==> config.mk <==
export PLATFORM = sky130hd
export DESIGN_NAME = wb_master_arb
export DESIGN_NICKNAME = d
export VERILOG_FILES = /design/src/rtl/wb_master_arb.sv
export SDC_FILE = /design/constraint.sdc
export NUM_CORES = 1
export LEC_CHECK = 0
export CAP_MARGIN = 20
export CORE_AREA = 2 2 160 162
export DETAILED_ROUTE_END_ITERATION = 16
export DIE_AREA = 0 0 162 164
export GPL_TIMING_DRIVEN = 0
export PLACE_DENSITY = 0.43
export SETUP_SLACK_MARGIN = 0.1
export SYNTH_ARGS = -nofsm -noshare
export SYNTH_HDL_FRONTEND = slang
export SYNTH_SLANG_ARGS = --single-unit
==> constraint.sdc <==
create_clock -name clk_i -period 1.88 [get_ports clk_i]
set_input_delay 0.376 -clock clk_i [delete_from_list [all_inputs] [get_ports clk_i]]
set_output_delay 0.376 -clock clk_i [all_outputs]
set_load 0.01 [all_outputs]
==> src/rtl/wb_master_arb.sv <==
// Round-robin arbiter giving MASTERS Wishbone masters one at a time access to a shared bus.
// Optional watchdog on a stalled strobe is enabled by defining WB_ARB_TIMEOUT_EN.
//
// state   | meaning
// --------+----------------------------------------------------------
// ST_IDLE | no tenure; shared bus driven low, next winner picked
// ST_BUSY | master gnt owns the bus until it drops its cyc

module wb_master_arb #(
    parameter int MASTERS = 4,
    parameter int AW      = 28,
    parameter int TIMEOUT = 255,
    localparam int DW     = 32
) (
    input  logic                  clk_i,
    input  logic                  rst_i,
    input  logic [MASTERS-1:0]    m_cyc_i,
    input  logic [MASTERS-1:0]    m_stb_i,
    input  logic [MASTERS-1:0]    m_we_i,
    input  logic [MASTERS*4-1:0]  m_sel_i,
    input  logic [MASTERS*AW-1:0] m_adr_i,
    input  logic [MASTERS*DW-1:0] m_dat_i,
    output logic [MASTERS-1:0]    m_ack_o,
    output logic [MASTERS-1:0]    m_err_o,
    output logic [DW-1:0]         m_dat_o,
    output logic                  s_cyc_o,
    output logic                  s_stb_o,
    output logic                  s_we_o,
    output logic [3:0]            s_sel_o,
    output logic [AW-1:0]         s_adr_o,
    output logic [DW-1:0]         s_dat_o,
    input  logic                  s_ack_i,
    input  logic [DW-1:0]         s_dat_i
);

    localparam int GW = (MASTERS > 1) ? $clog2(MASTERS) : 1;

    localparam logic [0:0] ST_IDLE = 1'b0;
    localparam logic [0:0] ST_BUSY = 1'b1;

    if (MASTERS < 2 || MASTERS > 16 || TIMEOUT < 1 || TIMEOUT > 65535) begin : g_bad_param
        $error("wb_master_arb: MASTERS or TIMEOUT out of range");
    end

    logic [0:0]    state;
    logic [GW-1:0] gnt;
    logic [GW-1:0] last;
    logic [GW-1:0] nxt_gnt;
    logic          found;
    logic          busy;
    logic          wdt_hit;
    int            rr_idx;

    assign busy    = (state == ST_BUSY);
    assign m_dat_o = s_dat_i;

    // Scan starts just after the previous owner, so it naturally gets lowest priority.
    always_comb begin
        nxt_gnt = gnt;
        found   = 1'b0;
        rr_idx  = 0;
        for (int k = 1; k <= MASTERS; k++) begin
            rr_idx = int'(last) + k;
            if (rr_idx >= MASTERS) rr_idx = rr_idx - MASTERS;
            if (!found && m_cyc_i[rr_idx]) begin
                found   = 1'b1;
                nxt_gnt = GW'(rr_idx);
            end
        end
    end

    always_ff @(posedge clk_i or negedge rst_i) begin
        if (!rst_i) begin
            state <= ST_IDLE;
            gnt   <= '0;
            last  <= GW'(MASTERS - 1);
        end else begin
            case (state)
                ST_IDLE: begin
                    if (found) begin
                        gnt   <= nxt_gnt;
                        state <= ST_BUSY;
                    end
                end
                ST_BUSY: begin
                    if (!m_cyc_i[gnt]) begin
                        last  <= gnt;
                        state <= ST_IDLE;
                    end
                end
                default: state <= ST_IDLE;
            endcase
        end
    end

    always_comb begin
        s_cyc_o = 1'b0;
        s_stb_o = 1'b0;
        s_we_o  = 1'b0;
        s_sel_o = '0;
        s_adr_o = '0;
        s_dat_o = '0;
        m_ack_o = '0;
        if (busy) begin
            s_cyc_o      = m_cyc_i[gnt];
            s_stb_o      = m_stb_i[gnt] & ~wdt_hit;
            s_we_o       = m_we_i[gnt];
            s_sel_o      = m_sel_i[gnt*4 +: 4];
            s_adr_o      = m_adr_i[gnt*AW +: AW];
            s_dat_o      = m_dat_i[gnt*DW +: DW];
            m_ack_o[gnt] = s_ack_i & m_stb_i[gnt];
        end
    end

`ifdef WB_ARB_TIMEOUT_EN
    localparam int WDT_W = (TIMEOUT < 256) ? 8 : 16;

    logic [WDT_W-1:0] wdt;

    assign wdt_hit = busy && (wdt == WDT_W'(TIMEOUT));

    always_ff @(posedge clk_i or negedge rst_i) begin
        if (!rst_i) begin
            wdt <= '0;
        end else if (!busy || s_ack_i || wdt_hit) begin
            wdt <= '0;
        end else if (s_stb_o) begin
            wdt <= wdt + 1'b1;
        end
    end

    always_comb begin
        m_err_o = '0;
        if (wdt_hit) m_err_o[gnt] = 1'b1;
    end
`else
    assign wdt_hit = 1'b0;
    assign m_err_o = '0;
`endif

endmodule

Yosys cells after proc, flatten, opt, wreduce, memory -nomap -nowiden
Index checks and enable logic that the tools add are counted.
Storage, ports and cells
  bits of input ports: 303
  output and inout bits: 107
  bits in registers: 5
  word-level logic and storage cells: 81
Operators by class
  add/subtract/negate cells: 8
  shifts and indexed selects: 3
  multipliers: 1
  $lt $le $gt $ge: 10
  reduce and logical (&&, ||, !) cells: 10
  multiplexer cells: 42
  bitwise logic cells: 4
Operators with widths (count)
  $mux 32: 5
  $lt 32x4->1 const B: 4
  $shiftx 128x8->32: 1
  $shiftx 112x8->28: 1
  $mux 28: 1
  $mux 1: 21
  $shiftx 16x5->4: 1
  $bmux 1 s2: 7
  $sub 3x3->4 const B: 3
  $ge 3x3->1 const B: 3
  $mux 2: 4
  $mux 4: 2
  $add 2x2->3 const B: 2
  $mul 2x3->5 const B: 1
  $sub 4x3->5 const B: 1
  $add 2x3->4 const B: 1
  $and 4x4->4: 1
  $ge 4x3->1 const B: 1
  $logic_and 1x1->1: 4
  $reduce_bool 4->1: 1
  $add 2x1->3 const B: 1
  $logic_not 1->1: 3
  $lt 2x3->1 const B: 1
  $reduce_and 3->1: 1
  6 further kinds: 7

Longest topological paths before layout
Gate-level depths: netlist (run 1).
  depth after elaboration: 18
  depth in mapped cells: 5
  gate-level depth less buffers: 4

Worst setup path before layout (run 1)
No wires, ideal clock.
  path type: register to output
  from: register gnt[0]
  to: output port s_adr_o[26]
  arrival: 1427 ps
  stages on the path, launching flop included: 5
  buffers on the path: 2
  required time: 1504 ps
  setup slack: 77 ps
  path through: dfrtp_1 buf_2 buf_2 mux4_2 and2_1
Between the ends
  word-level cells in the longest chain between the ends: 3
RTL lines
  start: declaration: line 46  | logic [GW-1:0] gnt;
  start signal: assignment: line 81  | gnt <= nxt_gnt;
  $mul 2x3->5: line 109  | s_adr_o = m_adr_i[gnt*AW +: AW];
  $shiftx 112x8->28: line 109
  $mux 28: line 104  | if (busy) begin
  end: declaration: line 30  | output logic [AW-1:0] s_adr_o,
No other way between the ends.

Worst setup path in the final report (run 1)
  from: register gnt[0]
  to: output port s_adr_o[12]
The elaborated chain is that of the path after synthesis.

==> results.cfg, run 1 <==
[run_status]
violations = setup timing
status = finished, violations left

[worst_setup_path]
crit_path_end_kind = output pin
worstPathCellList = buf_12 > buf_12 > buf_12 > buf_8 > mux4_2 > and2_4 > buf_6
cp.required_ps = 1500
cp_num_buf_inv = 5
cpMaxStageDelayCell = mux4_2
worst_path_most_repeated_cell = buf_12
slowest_delay_ps = 440
crit_family = buffers and inverters
crit_type = flip-flop to output pin
worstPathArrival_ps = 1880
critPathMaxFanout = 5
cp-start-kind = flip-flop
cp-startpoint = gnt[0]$_DFFE_PN0P_
r2r_start = gnt[0]$_DFFE_PN0P_

[route]
wl_met2_um = 10200
routed_wl_um = 18000
wl_met3_um = 1950
viasPerCell = 3.84
dr.pass1.iters = 4
first_iter_violations = 90
final_antenna_net_count = 0
dr.max_layer_used = met4
post_drt_wl_per_cell_um = 18.2
drc = 0
wl_met1_um = 5780
via_count = 3774

[power]
ir_drop_mv = 0.535
p_int_mw = 5.92
power.switching_mw = 3.20
cellPowerDensity_nw_per_um2 = 1180
netSwitchingFraction_pct = 35.1
p_leak_nw = 3.10
p_seq_share_pct = 2.5
p_comb_share_pct = 93.6
pwr-share-clk_pct = 3.8

[timing]
setup_ws_ps = -377
finalSetupViolations = 69
tightestPinTransition_ps = 510
maxSlewHeadroom_pct = 66.0
layout_min_cycle_time_ps = 2260
fin_worst_skew_ps = 1.55
slew_viol_final = 0
period_share_pct = 120
grt_setup_unrepaired = true
clock.fmax_ghz = 0.443
hold_viol_final = 0

[clocking]
clockBufferDepth = 2
cts_root_buffer = clkbuf_16
htree_num_levels = 1
path_clk_slew_ps = 30
clock_sinks = 5
insertion_delay_ps = 230
ctsHoldBuffers = 0
cts_tree = built
numCtsBuffers = 3

[finish]
regArea_um2 = 129
area_growth_pct = 184
fill_cells = 2581
post-route-util_pct = 31.1
nNetsFinal = 958
drive_gt1_share_pct = 45.0
stdcell_count = 984
antenna_cells = 0
multi_input_area_um2 = 2340

[synthesis]
synth.avg_cell_area_um2 = 11.4
syn_inst = 239
syn_area_um2 = 2720
ys_seq_elements = 5
yosysWarnings = 0
seq_area_frac_synth_pct = 4.70
ys_types = 34

[floorplanning]
die_y_um = 164
start_util_pct = 10.9
core_area_um2 = 24800
io_pins = 410
die_w_um = 162
die_area_um2 = 26600
placementRows = 58

[place]
hpwl_um = 15200
portBuffers = 372
gp_congestion = 0.896
dp_cells = 944

[grt]
grt_max_degree = 11
grt_pass1_wl_um = 25300
grt_use_total_pct = 12.5
antenna_found_initial = 0
grt_pass1_vias = 4321
overflow = 0

[worst_hold_path]
hp-class = input port to async pin

[flow_run]
max_cap_viol_count = 0
power groups by stage:
stage          clock, mW  sequential (mW)  combinational, mW
6_report           0.350            0.231               8.54
5_1_grt            0.367            0.239               9.11
4_1_cts            0.358            0.233               7.95
3_5_place_dp           0            0.213               6.67
3_3_place_gp           0            0.208               6.64
2_1_floorplan          0            0.202               3.55
kinds of logic (layout without fill, tap and decap cells):
kind of cell,after synthesis,count (layout),synth area share [%]
mux,69,69,56.7
compound gates,13,13,3.41
flops,5,5,4.70
simple gates,84,84,19.1
other cells,1,4,0.138
buf+inv,66,478,15.6
xor+xnor,1,1,0.323
path summary, 6_finish.rpt:
| check | to | slack [ps] | cells past startpoint |
|---|---|---|---|
| min reg2reg | last[0]$_DFFE_PN1P_ | 670 | 1 |
| min | gnt[1]$_DFFE_PN0P_ | 370 | 1 |
| min in group clk_i | busy$_DFF_PN0_ | 650 | 3 |
| max in group asynchronous | last[1]$_DFFE_PN1P_ | 1260 | 1 |
| max | s_adr_o[12] | -380 | 7 |
| max reg2reg | last[1]$_DFFE_PN1P_ | 120 | 7 |
cells in the final DEF, fill, tap and decap left out, drive strengths merged, types with 2 or more instances in the layout:
cell,netlist,layout
and2,67,67
clkbuf,13,18
dfrtp,3,3
mux4,67,67
nand2b,2,2
inv,4,4
nor2b,2,2
dlygate4sd2,0,3
o21ai,2,2
buf,49,155
nor2,4,4
o22ai,4,4
conb,1,4
dfstp,2,2
nand2,3,3
clkdlybuf4s50,0,298
mux2,2,2
timing repair:
action                     in CTS  in global routing
pin swaps                       9                  3
setup buffers                  28                  6
cloned                          4                  1
setup endpoints to repair      71                 73
hold endpoints to repair        0                  0
resized for setup             415                 63
final cells by class:
class                      count  share of cell area (%)
buffer                        62                    7.27
clock buffer                   4                    1.02
inverter                       4                   0.195
multi-input combinational    171                    30.4
sequential                     5                    1.67
tap                          330                    5.36
timing repair buffer         408                    54.1
flip-flops by register name (all words and copies together) (netlist names):
name	flops
gnt	2
last	2
busy	1
synthesized netlist by cell type:
| master | count | area share (%) |
|---|---|---|
| clkbuf_2 | 1 | 0.18 |
| or3b_1 | 1 | 0.32 |
| clkbuf_1 | 12 | 1.7 |
| nand2b_4 | 1 | 0.51 |
| o21a_1 | 1 | 0.28 |
| nor2_1 | 4 | 0.55 |
| a222oi_1 | 1 | 0.37 |
| and2_1 | 67 | 15 |
| a21boi_1 | 1 | 0.28 |
| o22ai_1 | 4 | 0.92 |
| buf_2 | 5 | 0.92 |
| o41ai_1 | 1 | 0.32 |
| nor2b_1 | 2 | 0.46 |
| nand2_1 | 3 | 0.41 |
| nor3_1 | 1 | 0.18 |
| buf_4 | 43 | 12 |
| dfstp_2 | 2 | 1.9 |
| conb_1 | 1 | 0.14 |
| o21ai_0 | 1 | 0.18 |
| mux4_2 | 67 | 56 |
| a21oi_1 | 1 | 0.18 |
| inv_1 | 4 | 0.55 |
| o21ai_1 | 1 | 0.18 |
| xor2_1 | 1 | 0.32 |
| nor3b_1 | 1 | 0.28 |
| nand3_1 | 1 | 0.18 |
| nor4_1 | 1 | 0.23 |
| nand2b_1 | 1 | 0.23 |
| mux2_4 | 2 | 1.1 |
| nor4b_1 | 1 | 0.32 |
| buf_6 | 1 | 0.41 |
| dfrtp_1 | 3 | 2.8 |
| o221a_1 | 1 | 0.41 |
| a22oi_1 | 1 | 0.28 |
routing by layer:
layer	track usage, %	up-vias
met5	0	-
met4	1.33	0
met3	3.76	2
met2	25.7	256
met1	12.5	1798
li1	-	1718
per-stage QoR:
stage	power, mW	hold slack (ps)	TNS (ps)	setup WS, ps	area [um2]
after floorplan	3.75	80.4	0	88.6	2730
after global placement	6.85	602	-45900	-724	6870
after detailed placement	6.88	609	-46080	-738	6870
after global routing	9.72	381	-23510	-416	7710
after CTS	8.54	372	-22580	-405	7450
final	9.12	366	-19900	-377	7710
(Power assumes the default switching activity.)
==> run 2: changes to the inputs <==
--- a/config.mk
+++ b/config.mk
@@ -6,11 +6,14 @@
 export NUM_CORES = 1
 export LEC_CHECK = 0
 export CAP_MARGIN = 20
-export CORE_AREA = 2 2 160 162
+export CELL_PAD_IN_SITES_DETAIL_PLACEMENT = 1
+export CELL_PAD_IN_SITES_GLOBAL_PLACEMENT = 1
+export CORE_AREA = 2 2 159 161
+export CTS_CLUSTER_SIZE = 24
 export DETAILED_ROUTE_END_ITERATION = 16
-export DIE_AREA = 0 0 162 164
+export DIE_AREA = 0 0 161 163
 export GPL_TIMING_DRIVEN = 0
-export PLACE_DENSITY = 0.43
+export PLACE_DENSITY = 0.64
 export SETUP_SLACK_MARGIN = 0.1
 export SYNTH_ARGS = -nofsm -noshare
 export SYNTH_HDL_FRONTEND = slang
==> run 2 against run 1 <==
The run still ends with setup timing left. Routed wire length up 4.7%. Clock power about the same. Flip-flop and latch count unchanged. Cell area fell by 0.31%.
==> results.cfg, run 2 (synthesis gave the netlist of run 1 again) <==
[finish]
fill_cells = 2800
regArea_um2 = 129
drive_gt1_share_pct = 44.9
multi_input_area_um2 = 2340
antenna_cells = 0
layout_common_cells = 297 x clkdlybuf4s50_1, 67 x mux4_2, 66 x buf_6, 48 x and2_4, 43 x buf_4
final_common_cell = clkdlybuf4s50_1
nNetsFinal = 957
area_growth_pct = 183
fin_area_um2 = 7680

[worst_setup_path]
worst_path_most_repeated_cell = buf_12
cpMaxStageDelayCell = mux4_2
cp-startpoint = gnt[0]$_DFFE_PN0P_
crit_end = s_dat_o[19]
r2r_end = last[1]$_DFFE_PN1P_
worstPathCellList = buf_12 > buf_12 > buf_16 > buf_6 > mux4_2 > and2_1 > buf_2
r2r_start = gnt[0]$_DFFE_PN0P_
critPathMaxFanout = 4
crit_type = flip-flop to output pin
r2r_slack_ps = 210
slowest_delay_ps = 440
worstPathArrival_ps = 1930
cp.required_ps = 1500
crit_path_end_kind = output pin
r2r_cells = 6
cp-start-kind = flip-flop

[flow_run]
max_cap_viol_count = 0

[timing]
hold_viol_final = 0
clock.fmax_ghz = 0.434
finalSetupViolations = 67
slew_viol_final = 0
fin_worst_skew_ps = 1.65
tightestPinTransition_ps = 562
layout_min_cycle_time_ps = 2310
period_share_pct = 123
maxSlewHeadroom_pct = 62.5
setup_ws_ps = -425
fin_tns_setup_ps = -20570
grt_setup_unrepaired = true

[power]
p_seq_share_pct = 2.5
power.total_mw = 9.25
ir_drop_mv = 0.406
netSwitchingFraction_pct = 36.5
pwr-share-clk_pct = 3.8
p_leak_nw = 3.10
power.switching_mw = 3.38
p_int_mw = 5.87
p_comb_share_pct = 93.7
cellPowerDensity_nw_per_um2 = 1200

[grt]
antenna_found_initial = 1
grt_use_total_pct = 13.3
grt_pass1_vias = 4297
grt_pass1_wl_um = 26600
grt_max_degree = 11
overflow = 0

[clocking]
clock_sinks = 5
ctsHoldBuffers = 0
htree_num_levels = 1
insertion_delay_ps = 230
numCtsBuffers = 3
cts_root_buffer = clkbuf_16
cts_tree = built
path_clk_slew_ps = 30
clockBufferDepth = 2

[place]
gp_congestion = 0.770
portBuffers = 372
pre_cts_ws_ps = -788
hpwl_um = 15300
placed_cell_area_um2 = 6870

[route]
post_drt_wl_per_cell_um = 19.1
drc = 0
final_antenna_net_count = 0
dr.pass1.iters = 4
via_count = 3834
routed_wl_um = 18800
viasPerCell = 3.90
first_iter_violations = 144

[floorplanning]
io_pins = 410
placementRows = 58
start_util_pct = 11.0
die_w_um = 161
die_y_um = 163
die_area_um2 = 26200
core_area_um2 = 24700

[run_status]
violations = setup timing
status = finished, violations left

[worst_hold_path]
hp-class = input port to async pin
-- run 2: cell types whose count changed in the layout (fill, tap and decap cells not counted) --
| cell | change |
|---|---|
| buf_6 | +5 |
| dlymetal6s2s_1 | +1 |
| clkbuf_4 | +1 |
| nand2_1 | -1 |
| nand3_1 | +1 |
| clkdlybuf4s50_1 | -1 |
| nand2_2 | +1 |
| clkbuf_16 | +2 |
| buf_4 | -2 |
| buf_8 | -2 |
| buf_16 | -1 |
| clkbuf_2 | -1 |
| buf_12 | -3 |
| nand3_2 | -1 |
-- run 2: worst min-delay path by stage --
| stage | end | slack (ps) | cells past startpoint |
|---|---|---|---|
| after global placement | gnt[1]$_DFFE_PN0P_ | 610 | 1 |
| after detailed placement | gnt[1]$_DFFE_PN0P_ | 610 | 1 |
| after global routing | gnt[1]$_DFFE_PN0P_ | 390 | 1 |
| after floorplan | busy$_DFF_PN0_ | 80 | 0 |
| after CTS | gnt[1]$_DFFE_PN0P_ | 380 | 1 |
| final | gnt[1]$_DFFE_PN0P_ | 370 | 1 |
-- run 2: metal layers --
metal | wire (um) | share of wire [%] | global-route usage (%)
met1 | 7290 | 39 | 16.0
met2 | 9520 | 51 | 24.0
met3 | 1700 | 9.0 | 3.49
met4 | 267 | 1.4 | 2.39
met5 | 13 | 0.069 | 0
-- run 2: per-stage QoR --
step	util (%)	instances	hold slack, ps
final	31.1	983	374
after global routing	31.1	983	393
after CTS	29.4	973	381
after detailed placement	27.8	944	614
after global placement	27.8	944	606
after floorplan	-	242	80.4
-- run 2: cell type report --
type	count	area share (%)
Buffer	62	7.26
Clock buffer	4	1.03
Inverter	4	0.195
Multi-Input combinational cell	171	30.4
Sequential cell	5	1.68
Tap cell	330	5.37
Timing Repair Buffer	407	54.0
-- run 2: power groups by stage --
stage / logic, mW / clock network [mW] / registers, mW
after floorplan: 3.55 / 0 / 0.202
after global placement: 6.85 / 0 / 0.209
after detailed placement: 6.84 / 0 / 0.209
after CTS: 7.63 / 0.355 / 0.231
after global routing: 9.28 / 0.368 / 0.243
final: 8.67 / 0.349 / 0.232
-- run 2: worst max-delay path, delay by kind of cell, from the launching register on --
kind,cells,cell delay [ps]
buf+inv,5,650
flops,1,430
mux,1,440
simple gates,1,180
-- run 2: timing repair --
action / CTS / global route
cloned: 4 / 3
setup endpoints to repair: 71 / 71
resized for setup: 383 / 107
buffers inserted: 21 / 13
pin swaps: 4 / 6
